File: src/rtl/comma_aligner_pkg.sv
// Shared K28.5 comma constants, aligner states and saturating helpers.
// Imported by the comma aligner and its comma detector.
package comma_aligner_pkg;

  localparam logic [9:0] K28_5_RDN = 10'b0011111010;
  localparam logic [9:0] K28_5_RDP = 10'b1100000101;

  localparam int unsigned LOCK_CNT_DEF = 3;
  localparam int unsigned MISS_MAX_DEF = 2;
  localparam int unsigned ERR_MAX_DEF  = 4;

  typedef enum logic [1:0] {
    ST_HUNT   = 2'd0,
    ST_CHECK  = 2'd1,
    ST_LOCKED = 2'd2
  } alignSt_t;

  function automatic logic [1:0] satInc2(input logic [1:0] v);
    return (v == 2'd3) ? v : v + 2'd1;
  endfunction

  function automatic logic [2:0] satInc3(input logic [2:0] v);
    return (v == 3'd7) ? v : v + 3'd1;
  endfunction

endpackage

File: src/rtl/comma_aligner_detect.sv
// Combinational K28.5 detector over a 10-bit window, either disparity.
// Kept separate so lane-alignment logic can reuse it.
module comma_detect
  import comma_aligner_pkg::*;
#(
  parameter logic [9:0] COMMA_P = K28_5_RDN,
  parameter logic [9:0] COMMA_N = K28_5_RDP
) (
  input  logic [9:0] word,
  output logic       hit
);

  assign hit = (word == COMMA_P) | (word == COMMA_N);

endmodule

File: src/rtl/comma_aligner.sv
// Serial-to-parallel word aligner ahead of the 8b/10b decoder.
// Hunts for K28.5, fixes the word boundary, tracks lock quality.
module comma_aligner
  import comma_aligner_pkg::*;
#(
  parameter logic [9:0]  COMMA_P  = K28_5_RDN,
  parameter logic [9:0]  COMMA_N  = K28_5_RDP,
  parameter int unsigned LOCK_CNT = LOCK_CNT_DEF,
  parameter int unsigned MISS_MAX = MISS_MAX_DEF,
  parameter int unsigned ERR_MAX  = ERR_MAX_DEF
) (
  input  logic       clk,
  input  logic       rst,
  input  logic       enb,
  input  logic       serial_in,
  input  logic       code_err,
  output logic [9:0] data10_out,
  output logic       valid,
  output logic       locked
);

  localparam logic [1:0] lockW = 2'(LOCK_CNT);
  localparam logic [1:0] missW = 2'(MISS_MAX);
  localparam logic [2:0] errW  = 3'(ERR_MAX);

  logic [9:0] sr;
  logic [9:0] srD;
  logic [3:0] bitCnt;
  alignSt_t   state;
  logic [1:0] commaCnt;
  logic [1:0] missCnt;
  logic [2:0] errCnt;
  logic       hit;
  logic       bnd;
  logic [1:0] commaInc;
  logic [1:0] missNx;
  logic [2:0] errNx;
  logic       lossNow;

  assign srD      = {sr[8:0], serial_in};
  assign bnd      = (bitCnt == 4'd9);
  assign commaInc = satInc2(commaCnt);

  comma_detect #(
    .COMMA_P(COMMA_P),
    .COMMA_N(COMMA_N)
  ) uDetect (
    .word(srD),
    .hit (hit)
  );

  // Lock-quality counters as they would be after this edge in LOCKED
  always_comb begin
    missNx = missCnt;
    errNx  = errCnt;
    if (hit && bnd) begin
      missNx = 2'd0;
    end else if (hit) begin
      missNx = satInc2(missCnt);
    end
    if (bnd) begin
      errNx = code_err ? satInc3(errCnt) : 3'd0;
    end
    lossNow = (missNx >= missW) || (errNx >= errW);
  end

  always_ff @(posedge clk or negedge rst) begin
    if (!rst) begin
      sr         <= '0;
      bitCnt     <= '0;
      state      <= ST_HUNT;
      commaCnt   <= '0;
      missCnt    <= '0;
      errCnt     <= '0;
      data10_out <= '0;
      valid      <= 1'b0;
      locked     <= 1'b0;
    end else if (!enb) begin
      valid <= 1'b0;
    end else begin
      sr     <= srD;
      valid  <= 1'b0;
      bitCnt <= bnd ? 4'd0 : bitCnt + 4'd1;
      unique case (state)
        ST_HUNT: begin
          if (hit) begin
            data10_out <= srD;
            valid      <= 1'b1;
            bitCnt     <= 4'd0;
            commaCnt   <= 2'd1;
            state      <= ST_CHECK;
          end
        end
        ST_CHECK: begin
          if (bnd) begin
            data10_out <= srD;
            valid      <= 1'b1;
            if (hit) begin
              commaCnt <= commaInc;
              if (commaInc == lockW) begin
                state   <= ST_LOCKED;
                locked  <= 1'b1;
                missCnt <= 2'd0;
                errCnt  <= 3'd0;
              end
            end
          end else if (hit) begin
            data10_out <= srD;
            valid      <= 1'b1;
            bitCnt     <= 4'd0;
            commaCnt   <= 2'd1;
          end
        end
        ST_LOCKED: begin
          if (bnd) begin
            data10_out <= srD;
            valid      <= 1'b1;
          end
          if (lossNow) begin
            state    <= ST_HUNT;
            locked   <= 1'b0;
            commaCnt <= 2'd0;
            missCnt  <= 2'd0;
            errCnt   <= 3'd0;
          end else begin
            missCnt <= missNx;
            errCnt  <= errNx;
          end
        end
        default: begin
          state  <= ST_HUNT;
          locked <= 1'b0;
        end
      endcase
    end
  end

endmodule

File: config.mk
export PLATFORM = sky130hd
export DESIGN_NAME = comma_aligner
export DESIGN_NICKNAME = d
export VERILOG_FILES = /design/src/rtl/comma_aligner_pkg.sv /design/src/rtl/comma_aligner_detect.sv /design/src/rtl/comma_aligner.sv
export SDC_FILE = /design/constraint.sdc
export NUM_CORES = 1
export LEC_CHECK = 0
export ABC_CLOCK_PERIOD_IN_PS = 2900
export CAP_MARGIN = 15
export CORE_MARGIN = 4
export CORE_UTILIZATION = 38
export DETAILED_ROUTE_END_ITERATION = 16
export PLACE_DENSITY = 0.6
export SETUP_SLACK_MARGIN = 0.5
export SYNTH_ARGS = -nofsm -noshare
export SYNTH_HDL_FRONTEND = slang
export SYNTH_SLANG_ARGS = --single-unit
File: constraint.sdc
create_clock -name clk -period 2.9 [get_ports clk]
set_clock_uncertainty 0.2 [all_clocks]
set_input_delay 0.58 -clock clk [delete_from_list [all_inputs] [get_ports clk]]
set_output_delay 0.58 -clock clk [all_outputs]
set_load 0.03 [all_outputs]
Word level (Yosys, flattened, before mapping) --
Cells that the tools add are included.
Storage, ports and cells: word-level logic and storage cells 88, bits of input ports 5, bits in registers 34, output and inout bits 12
Cells by class: order comparisons 2, eq/ne operators 16, add/sub/neg operators 4, mux-type cells 45, bitwise gates (word level) 2, reduce and logical (&&, ||, !) cells 10
Operators by type and width (count):
- 2-to-1 mux 2 bit | 16
- 2-to-1 mux 10 bit | 3
- case mux 10 bit (3 select lines) | 1
- 2-to-1 mux 3 bit | 7
- 2-to-1 mux 4 bit | 3
- != test 2 bit (second input constant) | 6
- case mux 2 bit (3 select lines) | 2
- AND reduction 6 bit | 2
- == test 10 bit (second input constant) | 1
- == test 10 x 8 -> 1 bit (second input constant) | 1
- == test 2 bit (second input constant) | 4
- 2-to-1 mux 1 bit | 8
- case mux 4 bit (2 select lines) | 1
- case mux 1 bit (3 select lines) | 2
- case mux 3 bit (2 select lines) | 1
- AND reduction 5 bit | 1
- adder 2 x 1 -> 2 bit (second input constant) | 2
- adder 4 x 1 -> 4 bit (second input constant) | 1
- == test 4 bit (second input constant) | 1
- case mux 2 bit (2 select lines) | 1
- AND reduction 4 bit | 1
- adder 3 x 1 -> 3 bit (second input constant) | 1
- == test 3 bit (second input constant) | 1
- greater-or-equal comparator 3 bit (second input constant) | 1
- other kinds (11) | 11

Longest topological paths before layout --
Gate-level depths: netlist of the first run.
depth after elaboration 8, gate-level depth with buffers 9, mapped depth without buffers 8

By module --
A second synthesis of the first run with hierarchy kept.
Second synthesis, totals: cells, all modules 182, area, all modules 1835.5 µm²
Modules (own cells, without submodules):
- comma_aligner | seq. area each 850.8 µm², area an instance 1774.2 µm², cells an instance 176, instances 1
- comma_detect | seq. area each 0.0 µm², area an instance 61.3 µm², cells an instance 6, instances 1

Worst setup path before layout of the first run --
OpenSTA, ideal clock, no wires.
path type input -> register, start input port serial_in, end register commaCnt[1], buffers on the path 1, cell stages on the path 7, library setup time 0.124 ns, slack 0.625 ns, data required time 2.576 ns, data arrival time 1.951 ns, path through nand4bb_1 > or4_4 > nand2b_2 > buf_6 > a32oi_4 > nor4b_4 > a211o_1
On the way: word-level cells in the longest chain between the ends 8, elaborated cells between the ends (all ways) 14, those cells by class order compare (1); eq/ne (4); mux (5); bitwise (1); reduce/logical (3)
RTL lines:
- from (decl) | RTL line comma_aligner.sv:15 | input logic serial_in,
- == test 10 x 8 -> 1 bit / == test 10 bit (equally long branches) | RTL line comma_aligner_detect.sv:13 | assign hit = (word == COMMA_P) | (word == COMMA_N);
- bitwise OR 1 bit (*) | RTL line comma_aligner_detect.sv:13
- 2-to-1 mux 2 bit / logical AND 1 bit (equally long branches) | RTL line comma_aligner.sv:58, comma_aligner.sv:56
- 2-to-1 mux 2 bit | RTL line comma_aligner.sv:56 | if (hit && bnd) begin
- greater-or-equal comparator 2 bit | RTL line comma_aligner.sv:64 | lossNow = (missNx >= missW) || (errNx >= errW);
- logical OR 1 bit | RTL line comma_aligner.sv:64
- != test 2 bit (no line)
- AND reduction 4 bit (no line)
- to (signal assigned) | RTL line comma_aligner.sv:99 | commaCnt <= commaInc;
- to (decl) | RTL line comma_aligner.sv:30 | logic [1:0] commaCnt;
Every way passes the cells marked *; elsewhere a longest branch is shown, timed or not. A chain may end at the register's enable or synchronous reset.

Worst setup path in the final report of the first run --
start register bitCnt[0], end register commaCnt[1]
On the way: word-level cells in the longest chain between the ends 7, elaborated cells between the ends (all ways) 12, those cells by class order compare (2); eq/ne (3); mux (4); reduce/logical (3)
RTL lines:
- from (decl) | RTL line comma_aligner.sv:28 | logic [3:0] bitCnt;
- from (signal assigned) | RTL line comma_aligner.sv:83 | bitCnt <= bnd ? 4'd0 : bitCnt + 4'd1;
- == test 4 bit (*) | RTL line comma_aligner.sv:41 | assign bnd = (bitCnt == 4'd9);
- logical AND 1 bit | RTL line comma_aligner.sv:56
- 2-to-1 mux 2 bit | RTL line comma_aligner.sv:56
- greater-or-equal comparator 2 bit | RTL line comma_aligner.sv:64
- logical OR 1 bit | RTL line comma_aligner.sv:64
- != test 2 bit (no line)
- AND reduction 4 bit (no line)
Marked as above.

==> metrics.md, run 1 <==
| Metric | Value |
|---|---|
| Status | finished, final reports clean |
| Crit path launch type | register |
| Max FO, Critical Path | 8 |
| CTS Root Cell | clkbuf_8 |
| Bufs on Longest Clock Path | 2 |
| TritonCTS clock tree | yes |
| Slowest CP cell | dfrtp_1 |
| Dpl hpwl | 3168 um |
| Clock slew at reported path FFs | about 0.070 ns |
| Flops & latches, synth | 34 |
| Layout area overhead | 26.13% |
| Post-route setup slack | roughly 0.54 ns |
| Crit path DAT | about 2.3 ns |
| Antenna diode count | 0 |
| Leak | approximately 1 nW |
| Synth Instances | 183 |
| DRC viols | 0 |
| Setup violations, final | 0 |
| Row count | 25 |
| Largest delay share family, worst path | compound AO/OA/AOI/OAI gates |
| Die Ht | approximately 78 um |
| Initial DRC Count | 87 |
| Syn Std Cell Area | around 1900 sq um |
| DRT Pass-1 Iters | 4 |
| Hold_ws | 0.3072 ns |
| Number of max-cap violations | 0 |
| Crit share post-route | roughly 81% |
| Max-slew headroom | between 60% and 70% |
| Placeable Area | around 4800 sq um |
| Ys async rst share | 100.0% |
| Most frequent cells in the layout | dfrtp_1, buf_4, a21oi_1 |
| Final Hold Viols | 0 |
| Critical path, cell by cell | ha_1 -> nand3b_1 -> nor2_1 -> o21a_1 -> a32oi_4 -> o211ai_1 -> a211o_1 |
| GP Congestion | between 0.8 and 0.9 |
| Mean cell area of the mapped netlist | approximately 10 sq um |
| CTS sink count | 34 |
| Biggest cell delay along the critical path | ~0.41 ns |
| Antenna-violating nets left | 0 |
| Worst slew pin tran | about 0.50 ns |
| CP Capture Type | register |
| Vias in the first global route | between 1500 and 2000 |
| Per-cell routed wire length | around 15 um |
| H-tree depth | 2 |
| Buffers and inverters on the worst path | 0 |
| Hold Crit Class | register to register |
| Fmax | 423.8 MHz |
| Worst R2R Setup Slack | about 0.54 ns |
| Top_reg_cell synth | dfrtp_1 |
| Dpl ws | -0.01889 ns |
| RSZ-0062 raised after global routing | yes |
| Total global-route track usage | 15.15% |
| Mapped Nets | approximately 200 |
| Fraction of layout cells with a size suffix above 1 | between 20% and 30% |
| Die width | between 70 and 80 um |
| Most common cell after layout, fill and taps aside | dfrtp_1 |
| Num CTS Buffers | 5 |
| Maximum VDD drop | slightly above 0.3 mV |
| EDFF count, synth | 0 |
| Synth top area cells | dfrtp_1, mux2_2, a21oi_1 |
| Sequential-to-total area share from yosys stat | 45.33% |
| Layout Cells excl Fill | between 200 and 300 |
| Final Routed Wirelength | about 4400 um |
| Vias/cell | between 5 and 6 |
| Port-buffer cells | 16 |
| GRT overflow | 0 |
| First-pass GRT wire length | around 7500 um |
| Critical Path RT | 2.87 ns |
| Slew Viols, Final | 0 |
| Initial core utilization | between 30% and 40% |
| Post-layout nets | between 200 and 250 |
| Crit Path Class | register to register |
| Post-synthesis cell type count | 47 |
| Yosys top cell by area | dfrtp_1 |
| Yosys warns | 0 |
| P per Cell Area | about 600 nW/um^2 |
| Via count | 1564 |
| Placed cells | 270 |
| IO Pins | 17 |
| Post-route minimum period | about 2.4 ns |
| Die footprint | 6127 sq um |
| Antenna violations before repair | 0 |
| Share of the synthesized area in the top cell type | between 40 and 50% |
| Worst-Skew Late Latency | just under 0.3 ns |
| Pin count of the biggest net entering global routing | 35 |
==> worst register-to-register path, stage by stage (launching register included) <==
cell and delay (ns):
dfrtp_1 0.41, ha_1 0.21, nand3b_1 0.31, nor2_1 0.10, o21a_1 0.23, a32oi_4 0.29, o211ai_1 0.16, a211o_1 0.32
==> final timing paths <==
kind                       cells past startpoint           from            end
min in group asynchronous                      2            rst         locked
setup reg to reg                               7      bitCnt[0]    commaCnt[1]
max in group asynchronous                      2            rst          sr[8]
setup / recovery                               7      bitCnt[0]    commaCnt[1]
hold reg to reg                                1  data10_out[2]  data10_out[2]
hold / removal                                 1  data10_out[2]  data10_out[2]
==> power by group <==
group / switching, mW / internal [mW]
logic: 0.192 / 0.191
clock network: 0.171 / 0.192
registers: 0.103 / 0.572
total: 0.467 / 0.954
==> area by class of cell <==
cell class,count,area (sq um)
tap,67,83.83
sequential,34,850.8
timing repair buffer,37,316.6
clock inverter,1,5.005
fill,460,2387
multi-input combinational,133,991.0
clock buffer,7,86.33
inverter,9,33.78
==> cells in the mapped netlist (all sizes together), types with 2 or more instances <==
cell,number
and2,4
a21o,2
nor2b,2
a22o,8
a41oi,2
a31o,2
clkbuf,4
nand4,2
o21a,3
buf,3
o211ai,2
inv,9
a32o,2
a21oi,18
nand2,7
nor3,4
dfrtp,34
nand2b,6
nand3,3
nor4,2
mux2,9
o21ai,16
nor2,14
ha,7
==> registers in the layout, indices dropped and copies added, names as in the netlist <==
name	count
bitCnt	4
commaCnt	2
data10_out	10
errCnt	3
locked	1
missCnt	2
sr	9
state	2
valid	1
==> kinds of logic (layout without fill, tap and decap cells) <==
family / after synthesis / count (layout) / share of synthesized area [%]
compound gates: 62 / 62 / 22.53
buf+inv: 16 / 54 / 3.733
mux: 10 / 10 / 5.934
simple gates: 54 / 54 / 17.80
fa+ha+maj: 7 / 7 / 4.666
flops: 34 / 34 / 45.33
==> stage by stage <==
| stage | TNS, ns | power [mW] | instance area, sq um | util, % |
|---|---|---|---|---|
| 2_1_floorplan | 0 | 0.9011 | 1877 | - |
| 3_3_place_gp | 0 | 1.011 | 2167 | 45.58 |
| 3_5_place_dp | -0.03950 | 1.029 | 2167 | 45.58 |
| 4_1_cts | 0 | 1.400 | 2311 | 48.61 |
| 5_1_grt | 0 | 1.507 | 2367 | 49.79 |
| 6_report | 0 | 1.421 | 2367 | 49.79 |
==> routing by layer <==
layer / share of wire [%] / up-vias / GRT usage [%]
met5: 0 / - / 0
met4: 1.1 / 0 / 4.895
met3: 4.4 / 8 / 3.784
met2: 52 / 45 / 26.71
met1: 42 / 762 / 18.02
li1: - / 749 / -
==> what timing repair did <==
| action | CTS | global route |
|---|---|---|
| resized for setup | 8 | 4 |
| hold buffers | 0 | 0 |
| pin swaps | 6 | 1 |
| setup endpoints to repair | 17 | 13 |
| setup buffers | 4 | 6 |
No activity file was read; power rests on OpenSTA's default activity.
==> run 2, diff against run 1 <==
--- a/config.mk
+++ b/config.mk
@@ -5,7 +5,7 @@
 export SDC_FILE = /design/constraint.sdc
 export NUM_CORES = 1
 export LEC_CHECK = 0
-export ABC_CLOCK_PERIOD_IN_PS = 2900
+export ABC_CLOCK_PERIOD_IN_PS = 2450
 export CAP_MARGIN = 15
 export CORE_MARGIN = 4
 export CORE_UTILIZATION = 38
==> constraint.sdc (replaced) <==
create_clock -name clk -period 2.45 [get_ports clk]
set_clock_uncertainty 0.2 [all_clocks]
set_input_delay 0.49 -clock clk [delete_from_list [all_inputs] [get_ports clk]]
set_output_delay 0.49 -clock clk [all_outputs]
set_load 0.03 [all_outputs]
==> metrics.md, run 2 (synthesis gave the netlist of run 1 again) <==
| Metric | Value |
|---|---|
| Status | finished, final reports clean |
| Critical Path RT | 2.42 ns (-0.45 ns) |
| Leak | 1.263 nW (+23%) |
| Number of max-cap violations | 0 (unchanged) |
| Post-layout nets | 261 (+13%) |
| IO Pins | 17 (unchanged) |
| DRC viols | 0 (unchanged) |
| Die width | 78.28 um (unchanged) |
| Die Ht | 78.28 um (unchanged) |
| Placeable Area | 4755 sq um (unchanged) |
| Worst slew pin tran | 0.4300 ns (-0.06611 ns) |
| Top reg by flops | data10_out |
| Crit share post-route | 88.34% (+7.0 points) |
| Dpl ws | -0.2799 ns (-0.2610 ns) |
| Bufs on Longest Clock Path | 2 (unchanged) |
| Antenna violations before repair | 0 (unchanged) |
| Final Routed Wirelength | 5062 um (+14%) |
| Post-route setup slack | 0.2856 ns (-0.2550 ns) |
| Antenna-violating nets left | 0 (unchanged) |
| Max-slew headroom | 71.34% (+4.6 points) |
| Row count | 25 (unchanged) |
| Most frequent cells in the layout | buf_4, dfrtp_1, nor2_1, dlygate4sd2_1, buf_6 |
| Antenna diode count | 0 (unchanged) |
| Regs by FF count | data10_out x10, sr x9, bitCnt x4 |
| Per-cell routed wire length | 15.97 um (+3.7%) |
| Crit path launch type | register |
| CTS sink count | 34 (unchanged) |
| Maximum VDD drop | 0.4032 mV (+31%) |
| First-pass GRT wire length | 8135 um (+8.9%) |
| Post-DP Area | 2260 sq um (+4.3%) |
| Vias in the first global route | 1706 (+5.7%) |
| Final Hold Viols | 0 (unchanged) |
| Layout area overhead | 46.20% |
| Slew Viols, Final | 0 (unchanged) |
| GRT overflow | 0 (unchanged) |
| Dpl hpwl | 3196 um (+0.90%) |
| Most common cell after layout, fill and taps aside | buf_4 |
| Fillers | 409 (-11%) |
| P per Cell Area | 668.4 nW/um^2 (+11%) |
| TritonCTS clock tree | yes |
| Worst-Skew Late Latency | 0.28 ns (about the same) |
| Die footprint | 6127 sq um (unchanged) |
| Post-route minimum period | 2.164 ns (-0.1950 ns) |
| Pin count of the biggest net entering global routing | 35 (unchanged) |
| Port-buffer cells | 16 (unchanged) |
| Setup violations, final | 0 (unchanged) |
| Fmax | 462.0 MHz (+9.0%) |
| Via count | 1708 (+9.2%) |
| CP Capture Type | register |
| Num CTS Buffers | 5 (unchanged) |
| DRT Pass-1 Iters | 4 (unchanged) |
| Max FFs per register | 10 (unchanged) |
| Hold Crit Class | register to register |
| Crit path DAT | 2.14 ns (-0.19 ns) |
| Flip-flop and latch area | 853.3 sq um (+0.29%) |
| Vias/cell | 5.388 (-0.78%) |
| CTS Root Cell | clkbuf_8 |
| Design Area, Final | 2744 sq um (+16%) |
| GP Congestion | 0.9330 (+7.2%) |
| Clock slew at reported path FFs | 0.07 ns (about the same) |
| RSZ-0062 raised after global routing | yes |
| Initial DRC Count | 109 (+25%) |
| Initial core utilization | 39.47% (unchanged) |
| H-tree depth | 2 (unchanged) |
| Max FO, Critical Path | 4 (-4) |
| # hold bufs at CTS | 0 (unchanged) |
| Total power | 1.834 mW (+29%) |
| Crit Path Class | register to register |
| Multi-input logic area | 1121 sq um (+13%) |
| Fraction of layout cells with a size suffix above 1 | 42.00% (+19 points) |
| Total global-route track usage | 16.69% (+1.5 points) |
| Setup_tns | 0 ns (unchanged) |
run 2: cell count changes in the layout (fill, tap and decap cells not counted), moves of 11 or more:
cell             delta
buf_4              +17
buf_6              +12
clkdlybuf4s50_1    -12
dlygate4sd2_1      +11
run 2: power breakdown:
part           total [mW]  internal, mW  leakage, nW  switching [mW]
clock network       0.423         0.227       0.0482           0.197
logic               0.605         0.312        0.784           0.293
registers           0.806         0.678        0.431           0.128
run 2: worst paths after layout:
check	slack, ns	cells after the start	start	endpoint
setup reg to reg	0.29	8	bitCnt[1]	commaCnt[1]
hold / removal	0.30	1	errCnt[0]	errCnt[0]
min in group asynchronous	0.41	2	rst	bitCnt[3]
max in group asynchronous	1.30	2	rst	sr[3]
hold reg to reg	0.30	1	errCnt[0]	errCnt[0]
setup / recovery	0.29	8	bitCnt[1]	commaCnt[1]
run 2: area by class of cell:
type | count | share of cell area, %
clock buffer | 7 | 3.146
sequential | 34 | 31.10
inverter | 9 | 1.231
multi-input combinational | 133 | 40.86
tap | 67 | 3.055
clock inverter | 1 | 0.1824
timing repair buffer | 66 | 20.43
run 2: through the flow:
step | std cells | utilization (%) | hold WS (ns)
floorplan | 183 | - | -0.005591
global placement | 278 | 47.53 | 0.2864
detailed placement | 278 | 47.53 | 0.2918
CTS | 302 | 53.47 | 0.3011
global route | 317 | 57.71 | 0.3147
finish | 317 | 57.71 | 0.3010
run 2: worst max-delay path, stage by stage (launching register included):
cell,delay [ns]
dfrtp_1,0.39
inv_2,0.08
ha_4,0.12
and3b_2,0.23
a21oi_2,0.07
o211a_1,0.28
a32oi_4,0.25
o211ai_1,0.16
a211o_1,0.28
run 2: metal layers:
| metal | vias up | wire [um] | GRT usage (%) |
|---|---|---|---|
| met2 | 52 | 2634 | 30.05 |
| met1 | 830 | 2111 | 19.77 |
| li1 | 808 | - | - |
| met4 | 0 | 124 | 5.245 |
| met5 | - | 0 | 0 |
| met3 | 18 | 192 | 3.555 |
run 2: what timing repair did:
item	CTS	global route
gates resized for setup	42	28
endpoints found under the setup margin	37	25
buffers inserted	16	15
pin swaps	19	19
hold endpoints to repair	0	0
==> run 3, diff against run 2 <==
--- a/config.mk
+++ b/config.mk
@@ -5,7 +5,6 @@
 export SDC_FILE = /design/constraint.sdc
 export NUM_CORES = 1
 export LEC_CHECK = 0
-export ABC_CLOCK_PERIOD_IN_PS = 2450
 export CAP_MARGIN = 15
 export CORE_MARGIN = 4
 export CORE_UTILIZATION = 38
==> results of run 3 <==
The final DEF is identical to that of run 2; final timing and power are the same.
